$ cat src/rtl/pedal_pkg.sv
// Shared types and constants for the pedal chain codec interface.
package pedal_pkg;

    localparam int SAMPLE_W_C = 16;

    typedef logic signed [SAMPLE_W_C-1:0] sample_t;

    typedef enum logic [1:0] {
        WAIT_LR = 2'd0,
        SKIP    = 2'd1,
        SHIFT   = 2'd2,
        HOLD    = 2'd3
    } rx_state_t;

endpackage

$ cat src/rtl/sync_edge_det.sv
// Multi-flop synchronizer for a slow external clock-like signal, with
// single-cycle rise and fall pulses in the system clock domain.
module sync_edge_det #(
    parameter int STAGES = 2
) (
    input  logic clk_i,
    input  logic rst_ni,
    input  logic d_i,
    output logic rise_o,
    output logic fall_o
);

    logic [STAGES-1:0] sync_q;
    logic              prev_q;

    always_ff @(posedge clk_i or negedge rst_ni) begin
        if (!rst_ni) begin
            sync_q <= '0;
            prev_q <= 1'b0;
        end else begin
            sync_q <= {sync_q[STAGES-2:0], d_i};
            prev_q <= sync_q[STAGES-1];
        end
    end

    assign rise_o =  sync_q[STAGES-1] & ~prev_q;
    assign fall_o = ~sync_q[STAGES-1] &  prev_q;

endmodule

$ cat src/rtl/codec_sample_io.sv
// I2S slave front/back end for the pedal chain; codec clocks are oversampled on Clk.
// Build option MONO_SUM_EN: output (L+R)>>>1 after the right word instead of left only.
module codec_sample_io
    import pedal_pkg::*;
#(
    parameter int SAMPLE_W    = SAMPLE_W_C,
    parameter int SYNC_STAGES = 2
) (
    input  logic                Clk,
    input  logic                Reset_n,
    input  logic                AUD_BCLK,
    input  logic                AUD_LRCK,
    input  logic                AUD_ADCDAT,
    output logic                AUD_DACDAT,
    output logic [SAMPLE_W-1:0] Sample_out,
    output logic                Sample_valid,
    input  logic [SAMPLE_W-1:0] Sample_in,
    output logic                Frame_err
);

    localparam int CNT_W = $clog2(SAMPLE_W + 1);
    localparam int TX_W  = $clog2(SAMPLE_W + 2);
    localparam logic [CNT_W-1:0] LAST_BIT = CNT_W'(SAMPLE_W - 1);
    localparam logic [TX_W-1:0]  TX_LAST  = TX_W'(SAMPLE_W);

    logic bclk_rise, bclk_fall;
    logic lr_rise, lr_fall, lr_edge;
    logic [SYNC_STAGES-1:0] adc_sync_q;
    logic adc_bit;

    sync_edge_det #(.STAGES(SYNC_STAGES)) u_bclk_det (
        .clk_i  (Clk),
        .rst_ni (Reset_n),
        .d_i    (AUD_BCLK),
        .rise_o (bclk_rise),
        .fall_o (bclk_fall)
    );

    sync_edge_det #(.STAGES(SYNC_STAGES)) u_lrck_det (
        .clk_i  (Clk),
        .rst_ni (Reset_n),
        .d_i    (AUD_LRCK),
        .rise_o (lr_rise),
        .fall_o (lr_fall)
    );

    // Same depth as the edge detectors so the data bit lines up with bclk_rise.
    always_ff @(posedge Clk or negedge Reset_n) begin
        if (!Reset_n) begin
            adc_sync_q <= '0;
        end else begin
            adc_sync_q <= {adc_sync_q[SYNC_STAGES-2:0], AUD_ADCDAT};
        end
    end

    assign adc_bit = adc_sync_q[SYNC_STAGES-1];
    assign lr_edge = lr_rise | lr_fall;

    rx_state_t            state_q, state_d;
    logic                 chan_q, chan_d;
    logic [CNT_W-1:0]     count_q, count_d;
    logic [SAMPLE_W-1:0]  shift_q, shift_d;
    logic [SAMPLE_W-1:0]  word_full;
    logic                 err_q, err_d;
    logic                 word_done;

    assign word_full = {shift_q[SAMPLE_W-2:0], adc_bit};

    // The new channel equals the new LRCK level, which is 1 exactly on a rising edge.
    always_comb begin
        state_d   = state_q;
        chan_d    = chan_q;
        count_d   = count_q;
        shift_d   = shift_q;
        err_d     = err_q;
        word_done = 1'b0;
        case (state_q)
            WAIT_LR: begin
                if (lr_edge) begin
                    state_d = SKIP;
                    chan_d  = lr_rise;
                end
            end
            SKIP: begin
                if (lr_edge) begin
                    err_d  = 1'b1;
                    chan_d = lr_rise;
                end else if (bclk_rise) begin
                    state_d = SHIFT;
                    count_d = '0;
                end
            end
            SHIFT: begin
                if (lr_edge) begin
                    err_d   = 1'b1;
                    chan_d  = lr_rise;
                    state_d = SKIP;
                    count_d = '0;
                end else if (bclk_rise) begin
                    shift_d = word_full;
                    count_d = count_q + CNT_W'(1);
                    if (count_q == LAST_BIT) begin
                        state_d   = HOLD;
                        word_done = 1'b1;
                    end
                end
            end
            HOLD: begin
                if (lr_edge) begin
                    state_d = SKIP;
                    chan_d  = lr_rise;
                end
            end
            default: state_d = WAIT_LR;
        endcase
    end

    always_ff @(posedge Clk or negedge Reset_n) begin
        if (!Reset_n) begin
            state_q <= WAIT_LR;
            chan_q  <= 1'b0;
            count_q <= '0;
            shift_q <= '0;
            err_q   <= 1'b0;
        end else begin
            state_q <= state_d;
            chan_q  <= chan_d;
            count_q <= count_d;
            shift_q <= shift_d;
            err_q   <= err_d;
        end
    end

    logic [SAMPLE_W-1:0] sample_q;
    logic                valid_q;

`ifdef MONO_SUM_EN
    logic [SAMPLE_W-1:0]        left_q;
    logic                       left_ok_q;
    logic signed [SAMPLE_W:0]   sum_w;

    assign sum_w = $signed({left_q[SAMPLE_W-1], left_q})
                 + $signed({word_full[SAMPLE_W-1], word_full});

    // A right word only produces output if this frame's left word completed.
    always_ff @(posedge Clk or negedge Reset_n) begin
        if (!Reset_n) begin
            sample_q  <= '0;
            valid_q   <= 1'b0;
            left_q    <= '0;
            left_ok_q <= 1'b0;
        end else begin
            valid_q <= 1'b0;
            if (lr_fall) begin
                left_ok_q <= 1'b0;
            end
            if (word_done && !chan_q) begin
                left_q    <= word_full;
                left_ok_q <= 1'b1;
            end
            if (word_done && chan_q && left_ok_q) begin
                sample_q  <= SAMPLE_W'(sum_w >>> 1);
                valid_q   <= 1'b1;
                left_ok_q <= 1'b0;
            end
        end
    end
`else
    always_ff @(posedge Clk or negedge Reset_n) begin
        if (!Reset_n) begin
            sample_q <= '0;
            valid_q  <= 1'b0;
        end else begin
            valid_q <= 1'b0;
            if (word_done && !chan_q) begin
                sample_q <= word_full;
                valid_q  <= 1'b1;
            end
        end
    end
`endif

    logic [SAMPLE_W-1:0] hold_q;
    logic [SAMPLE_W-1:0] tx_q;
    logic [TX_W-1:0]     tx_cnt_q;
    logic                dac_q;

    // tx_cnt_q == 0 marks the pending I2S delay slot; the reload always wins over bclk_fall.
    always_ff @(posedge Clk or negedge Reset_n) begin
        if (!Reset_n) begin
            hold_q   <= '0;
            tx_q     <= '0;
            tx_cnt_q <= '0;
            dac_q    <= 1'b0;
        end else if (lr_edge) begin
            if (lr_fall) begin
                hold_q <= Sample_in;
                tx_q   <= Sample_in;
            end else begin
                tx_q   <= hold_q;
            end
            tx_cnt_q <= '0;
            dac_q    <= 1'b0;
        end else if (bclk_fall) begin
            if (tx_cnt_q == '0) begin
                dac_q    <= 1'b0;
                tx_cnt_q <= TX_W'(1);
            end else if (tx_cnt_q <= TX_LAST) begin
                dac_q    <= tx_q[SAMPLE_W-1];
                tx_q     <= {tx_q[SAMPLE_W-2:0], 1'b0};
                tx_cnt_q <= tx_cnt_q + TX_W'(1);
            end else begin
                dac_q    <= 1'b0;
            end
        end
    end

    assign Sample_out   = sample_q;
    assign Sample_valid = valid_q;
    assign Frame_err    = err_q;
    assign AUD_DACDAT   = dac_q;

endmodule

$ cat config.mk
export PLATFORM = sky130hd
export DESIGN_NAME = codec_sample_io
export DESIGN_NICKNAME = d
export VERILOG_FILES = /design/src/rtl/pedal_pkg.sv /design/src/rtl/sync_edge_det.sv /design/src/rtl/codec_sample_io.sv
export SDC_FILE = /design/constraint.sdc
export NUM_CORES = 1
export LEC_CHECK = 0
export ABC_AREA = 1
export CORE_MARGIN = 5
export CORE_UTILIZATION = 32
export DETAILED_ROUTE_END_ITERATION = 8
export HOLD_SLACK_MARGIN = 0.05
export PLACE_DENSITY = 0.54
export SKIP_LAST_GASP = 1
export SLEW_MARGIN = 25
export SYNTH_ARGS = -nofsm -noshare
export SYNTH_HDL_FRONTEND = slang
export SYNTH_SLANG_ARGS = --single-unit
$ cat constraint.sdc
create_clock -name Clk -period 2.6 [get_ports Clk]
set_input_delay 0.52 -clock Clk [delete_from_list [all_inputs] [get_ports Clk]]
set_output_delay 0.52 -clock Clk [all_outputs]
set_load 0.02 [all_outputs]
==> impl_metrics.toml, run 1 <==
[critical_path]
endpoint_kind = "flip-flop"
rr_worst_depth = 5
r2r-start = "u_lrck_det.sync_q[1]$_DFF_PN0_"
required_ns = 2.84
crit_type = "reg2reg"
cp-start-kind = "flip-flop"
r2r_slack_ns = 0.66
worstReg2RegEnd = "shift_q[11]$_DFFE_PN0P_"
path_max_fanout = 31
worstPathArrival_ns = 2.18

[final_layout]
areaGrowthSynthToFinish_pct = 19.8
fin_cells = 680
n_antenna_cell = 0
layout.nets = 536
drive_above_1_share = 0.0846

[synthesis]
yosys_warnings = 0
yosys.area.top_type = "dfrtp_1"
synth_top_area_frac = 0.542
syn_area_per_cell_um2 = 8.53
synth_cell_types = 28
syn_inst = 471
synth_seq_cells = 87
yosysSeqAreaShare = 0.542
synth_area_mm2 = 0.00402
syn-num-nets = 501
post_synth_main_area_contributors = "dfrtp_1, nand2_1, inv_1"

[die]
coreArea_mm2 = 0.0125
die_x_um = 122
fp.dieArea_mm2 = 0.0149
start_util = 0.322
ioPinCount = 40
std_cell_rows = 41
die_y_um = 122

[global_routing]
grt_pass1_vias = 3076
grt_use_total = 0.121
antenna_found_initial = 0
overflow = 0
grt_pass1_wl_mm = 14.6
grt_max_degree = 58

[worst_hold_path]
min_path_type = "in2async"

[power_and_ir_drop]
p_per_area_mw_per_mm2 = 723
peakVddDrop_mv = 0.305
leakage_nw = 2.37

[clocking]
cts_htree_levels = 3
clockBufferDepth = 2
holdBufCountCts = 0
numCtsBuffers = 9
clk_latency_ns = 0.34
cts_root_buf = "clkbuf_16"
cts_tree = "yes"
cts_sinks = 87
post-cts-setup-buffer-count = 0
post_cts_resized = 0
clk_pin_slew_ns = 0.06

[sta]
whs_ns = 0.119
post-route-period-util = 0.747
final-setup-viol-count = 0
max_slew_margin = 0.658
hold_viol = 0
fmax_mhz = 515
tns_ns = 0
max_slew.worst_pin.slew_ns = 0.513
finalClockSkew_ns = 0.00314
slew_violations = 0
rsz0062_at_grt = "false"
period_needed_ns = 1.94

[drt]
wl_per_cell_um = 12.1
drtAntennaViolNets = 0
via_count = 3040
drc = 0
drt_pass1_iterations = 4
drt-initial-drc-count = 142
wirelength_mm = 8.24
vias_per_cell = 4.47

[run]
drv_cap = 0

[status]
status = "completed"

[placement]
dp_cells = 667
place.gp.congestion = 0.779
numPortBuffers = 39
hpwl_mm = 5.46
cells in the mapped netlist (all sizes together):
cell    count
a21oi       2
buf        17
clkbuf      4
dfrtp      87
ha          9
inv        66
mux2i       1
nand2     153
nand3      42
nand4      21
nor2       11
o21a        1
o21ai      51
o21bai      1
or2         3
xor2        2
placed cells by master (no fill, tap or decap), types with 2 or more instances in the layout:
cell,Yosys,final
ha_1,9,9
nand4_1,19,19
o21ai_0,28,28
inv_1,60,60
a21oi_1,2,2
inv_2,6,6
clkinv_2,0,2
nor2_4,2,2
nor2_1,7,7
or2_2,3,3
nand3_1,38,38
o21ai_1,23,23
nand3_2,3,3
clkdlybuf4s50_1,0,38
nand2_1,148,148
xor2_1,2,2
nand2_2,4,4
nand4_2,2,2
buf_4,2,6
clkbuf_16,0,9
dfrtp_1,87,87
nor2_2,2,2
through the flow:
stage,cell area (µm²),setup slack [ns],power (mW),util
5_1_grt,4810,0.312,3.71,0.386
4_1_cts,4810,0.623,3.53,0.386
3_5_place_dp,4560,0.634,2.36,0.366
3_3_place_gp,4560,0.688,2.34,0.366
2_1_floorplan,4020,1.11,2.17,-
6_report,4810,0.657,3.48,0.386
kinds of logic after synthesis:
logic type	share of synthesized area
buffers and inverters	0.0912
xor gates and xnor gates	0.00436
DFF	0.542
AOI/OAI and AO/OA	0.0698
adders and majority gates	0.0280
muxes	0.00249
and+or+nand+nor	0.262
sequential cells by signal, summed over array words and instances, names as in the netlist:
signal / count
Sample_out: 16
hold_q: 16
tx_q: 16
shift_q: 15
count_q: 5
tx_cnt_q: 5
adc_sync_q: 2
state_q: 2
u_bclk_det.sync_q: 2
u_lrck_det.sync_q: 2
AUD_DACDAT: 1
Frame_err: 1
Sample_valid: 1
chan_q: 1
u_bclk_det.prev_q: 1
u_lrck_det.prev_q: 1
worst max-delay path, stage by stage (launching register included):
cell and delay, ns:
dfrtp_1 0.39, ha_1 0.54, nand2_4 0.09, inv_2 0.09, nand3_2 0.40, o21ai_0 0.33
routing by layer:
metal / part of all wire / vias up / global-route usage
met1: 0.49 / 1417 / 0.158
li1: - / 1548 / -
met2: 0.43 / 67 / 0.192
met3: 0.062 / 8 / 0.0390
met5: 0 / - / 0
met4: 0.014 / 0 / 0.0378
report_power, final:
group	switching (mW)	internal, mW	leakage, nW
clock	0.499	0.654	0.127
sequential	0.0918	1.54	1.14
combinational	0.438	0.262	1.11
total	1.03	2.45	2.37
layout make-up:
class / count / area, µm²
Fill cell: 1262 / 7650
Sequential cell: 87 / 2180
Multi-Input combinational cell: 297 / 1470
Timing Repair Buffer: 45 / 445
Inverter: 66 / 248
Clock buffer: 11 / 243
Tap cell: 172 / 215
Clock inverter: 2 / 10.0
how the worst max path moves through the flow:
stage | start | endpoint | slack [ns]
2_1_floorplan | count_q[0]$_DFFE_PN0P_ | Sample_out[11]$_DFFE_PN0P_ | 1.11
3_3_place_gp | u_lrck_det.sync_q[1]$_DFF_PN0_ | tx_cnt_q[2]$_DFFE_PN0P_ | 0.69
3_5_place_dp | u_lrck_det.sync_q[1]$_DFF_PN0_ | shift_q[13]$_DFFE_PN0P_ | 0.63
4_1_cts | u_lrck_det.sync_q[1]$_DFF_PN0_ | shift_q[2]$_DFFE_PN0P_ | 0.62
5_1_grt | u_lrck_det.prev_q$_DFF_PN0_ | shift_q[11]$_DFFE_PN0P_ | 0.31
6_report | u_lrck_det.sync_q[1]$_DFF_PN0_ | shift_q[11]$_DFFE_PN0P_ | 0.66
Note: power is estimated with default switching activity, not from simulation.
==> run 2: changes to the inputs <==
--- a/config.mk
+++ b/config.mk
@@ -10,7 +10,7 @@
 export CORE_UTILIZATION = 32
 export DETAILED_ROUTE_END_ITERATION = 8
 export HOLD_SLACK_MARGIN = 0.05
-export PLACE_DENSITY = 0.54
+export PLACE_DENSITY = 0.56
 export SKIP_LAST_GASP = 1
 export SLEW_MARGIN = 25
 export SYNTH_ARGS = -nofsm -noshare
==> constraint.sdc (replaced) <==
create_clock -name Clk -period 1.75 [get_ports Clk]
set_input_delay 0.35 -clock Clk [delete_from_list [all_inputs] [get_ports Clk]]
set_output_delay 0.35 -clock Clk [all_outputs]
set_load 0.02 [all_outputs]
==> impl_metrics.toml, run 2 (synthesis gave the netlist of run 1 again) <==
[power_and_ir_drop]
p_per_area_mw_per_mm2 = 1090
leakage_nw = 2.48
peakVddDrop_mv = 0.665

[sta]
finalClockSkew_ns = 0.00533
final-setup-viol-count = 0
slew_violations = 0
period_needed_ns = 1.67
hold_viol = 0
post-route-period-util = 0.956
max_slew_margin = 0.647
max_slew.worst_pin.slew_ns = 0.530
rsz0062_at_grt = "false"
fmax_mhz = 598
tns_ns = 0

[worst_hold_path]
whs_path_depth = 0
min_path_type = "reg2reg"

[global_routing]
grt_pass1_wl_mm = 14.3
grt_max_degree = 40
grt_pass1_vias = 3064
grt_use_total = 0.122
antenna_found_initial = 0
overflow = 0

[drt]
drc = 0
vias_per_cell = 4.46
drtAntennaViolNets = 0
drt-initial-drc-count = 197
via_count = 3084
wirelength_mm = 8.23
wl_per_cell_um = 11.9
drt_pass1_iterations = 4

[final_layout]
final_common_cell = "nand2_1"
drive_above_1_share = 0.104
final_core_util = 0.401
layout.nets = 545
multi_input_area_mm2 = 0.00149
num-fill-cells = 1242
final_cell_mix = "nand2_1, dfrtp_1, inv_1"
areaGrowthSynthToFinish_pct = 24.6
seqCellArea_mm2 = 0.00218
n_antenna_cell = 0

[die]
std_cell_rows = 41
ioPinCount = 40
die_x_um = 122
die_y_um = 122
start_util = 0.322
coreArea_mm2 = 0.0125
fp.dieArea_mm2 = 0.0149

[clocking]
clk_pin_slew_ns = 0.06
clk_latency_ns = 0.34
post-cts-setup-buffer-count = 0
cts_tree = "yes"
cts_sinks = 87
cts_root_buf = "clkbuf_16"
clockBufferDepth = 2
cts_htree_levels = 3
numCtsBuffers = 9

[run]
drv_cap = 0

[critical_path]
cpMaxStageDelayCell = "clkdlybuf4s50_1"
required_ns = 1.40
endpoint_kind = "output pin"
cp-start-kind = "flip-flop"
cp_num_cells = 1
crit_type = "reg2out"
cp_cell_sequence = "clkdlybuf4s50_1"
path_max_fanout = 2
critPathBufInv = 1
rr_worst_depth = 6
crit_family = "buffers and inverters"
worstPathArrival_ns = 1.32
slowest_delay_ns = 0.61

[status]
status = "completed"

[placement]
hpwl_mm = 5.63
numPortBuffers = 39
place.gp.congestion = 0.737
[run 2: changes by cell type in the layout (fill, tap and decap cells not counted), sizes merged]
| cell | previous run | this run |
|---|---|---|
| clkbuf | 11 | 12 |
| clkdlybuf4s50 | 38 | 37 |
| dlymetal6s2s | 0 | 1 |
| bufinv | 0 | 1 |
| clkinvlp | 0 | 1 |
| clkinv | 2 | 1 |
| dlygate4sd3 | 0 | 1 |
| buf | 7 | 15 |
[run 2: area by class of cell]
| cell class | instances | area share |
|---|---|---|
| Inverter | 66 | 0.0495 |
| Tap cell | 172 | 0.0430 |
| Timing Repair Buffer | 54 | 0.116 |
| Multi-Input combinational cell | 297 | 0.297 |
| Sequential cell | 87 | 0.435 |
| Clock buffer | 12 | 0.0513 |
| Clock inverter | 3 | 0.00850 |
[run 2: per-layer routing]
metal | wire length [µm] | track usage | vias up
met5 | 0 | 0 | -
met4 | 112 | 0.0357 | 0
met3 | 490 | 0.0529 | 12
met2 | 3630 | 0.190 | 62
met1 | 4000 | 0.153 | 1433
li1 | - | - | 1577
[run 2: final timing paths]
path | slack, ns | to | start
worst max-delay path | 0.08 | AUD_DACDAT | AUD_DACDAT$_DFFE_PN0P_
worst min-delay path | 0.35 | u_bclk_det.sync_q[1]$_DFF_PN0_ | u_bclk_det.sync_q[0]$_DFF_PN0_
worst max register to register | 0.13 | hold_q[0]$_DFFE_PN0P_ | u_lrck_det.sync_q[1]$_DFF_PN0_
worst min register to register | 0.35 | u_bclk_det.sync_q[1]$_DFF_PN0_ | u_bclk_det.sync_q[0]$_DFF_PN0_
max in group asynchronous | 0.69 | shift_q[11]$_DFFE_PN0P_ | Reset_n
min in group asynchronous | 0.54 | tx_cnt_q[1]$_DFFE_PN0P_ | Reset_n
[run 2: metrics by stage]
step,cells,instance area [µm²],hold slack (ns),power [mW],setup slack (ns)
final,691,5000,0.350,5.46,0.0766
after global routing,691,5000,0.363,5.84,0.00431
after CTS,691,5000,0.354,5.56,0.0417
after detailed placement,675,4680,0.340,3.57,0.00223
after global placement,675,4680,0.334,3.53,0.0464
after floorplan,471,4020,0.0544,3.22,0.256
[run 2: power by group]
part	internal [mW]	switching, mW	leakage (nW)	total [mW]
Sequential	2.28	0.130	1.14	2.41
Combinational	0.437	0.679	1.20	1.12
Clock	1.17	0.760	0.145	1.93
[run 2: what timing repair did]
item                                    CTS  global route
resized for setup                         1             2
hold buffers                              1             0
endpoints found under the setup margin    3            17
endpoints found under the hold margin    35             0
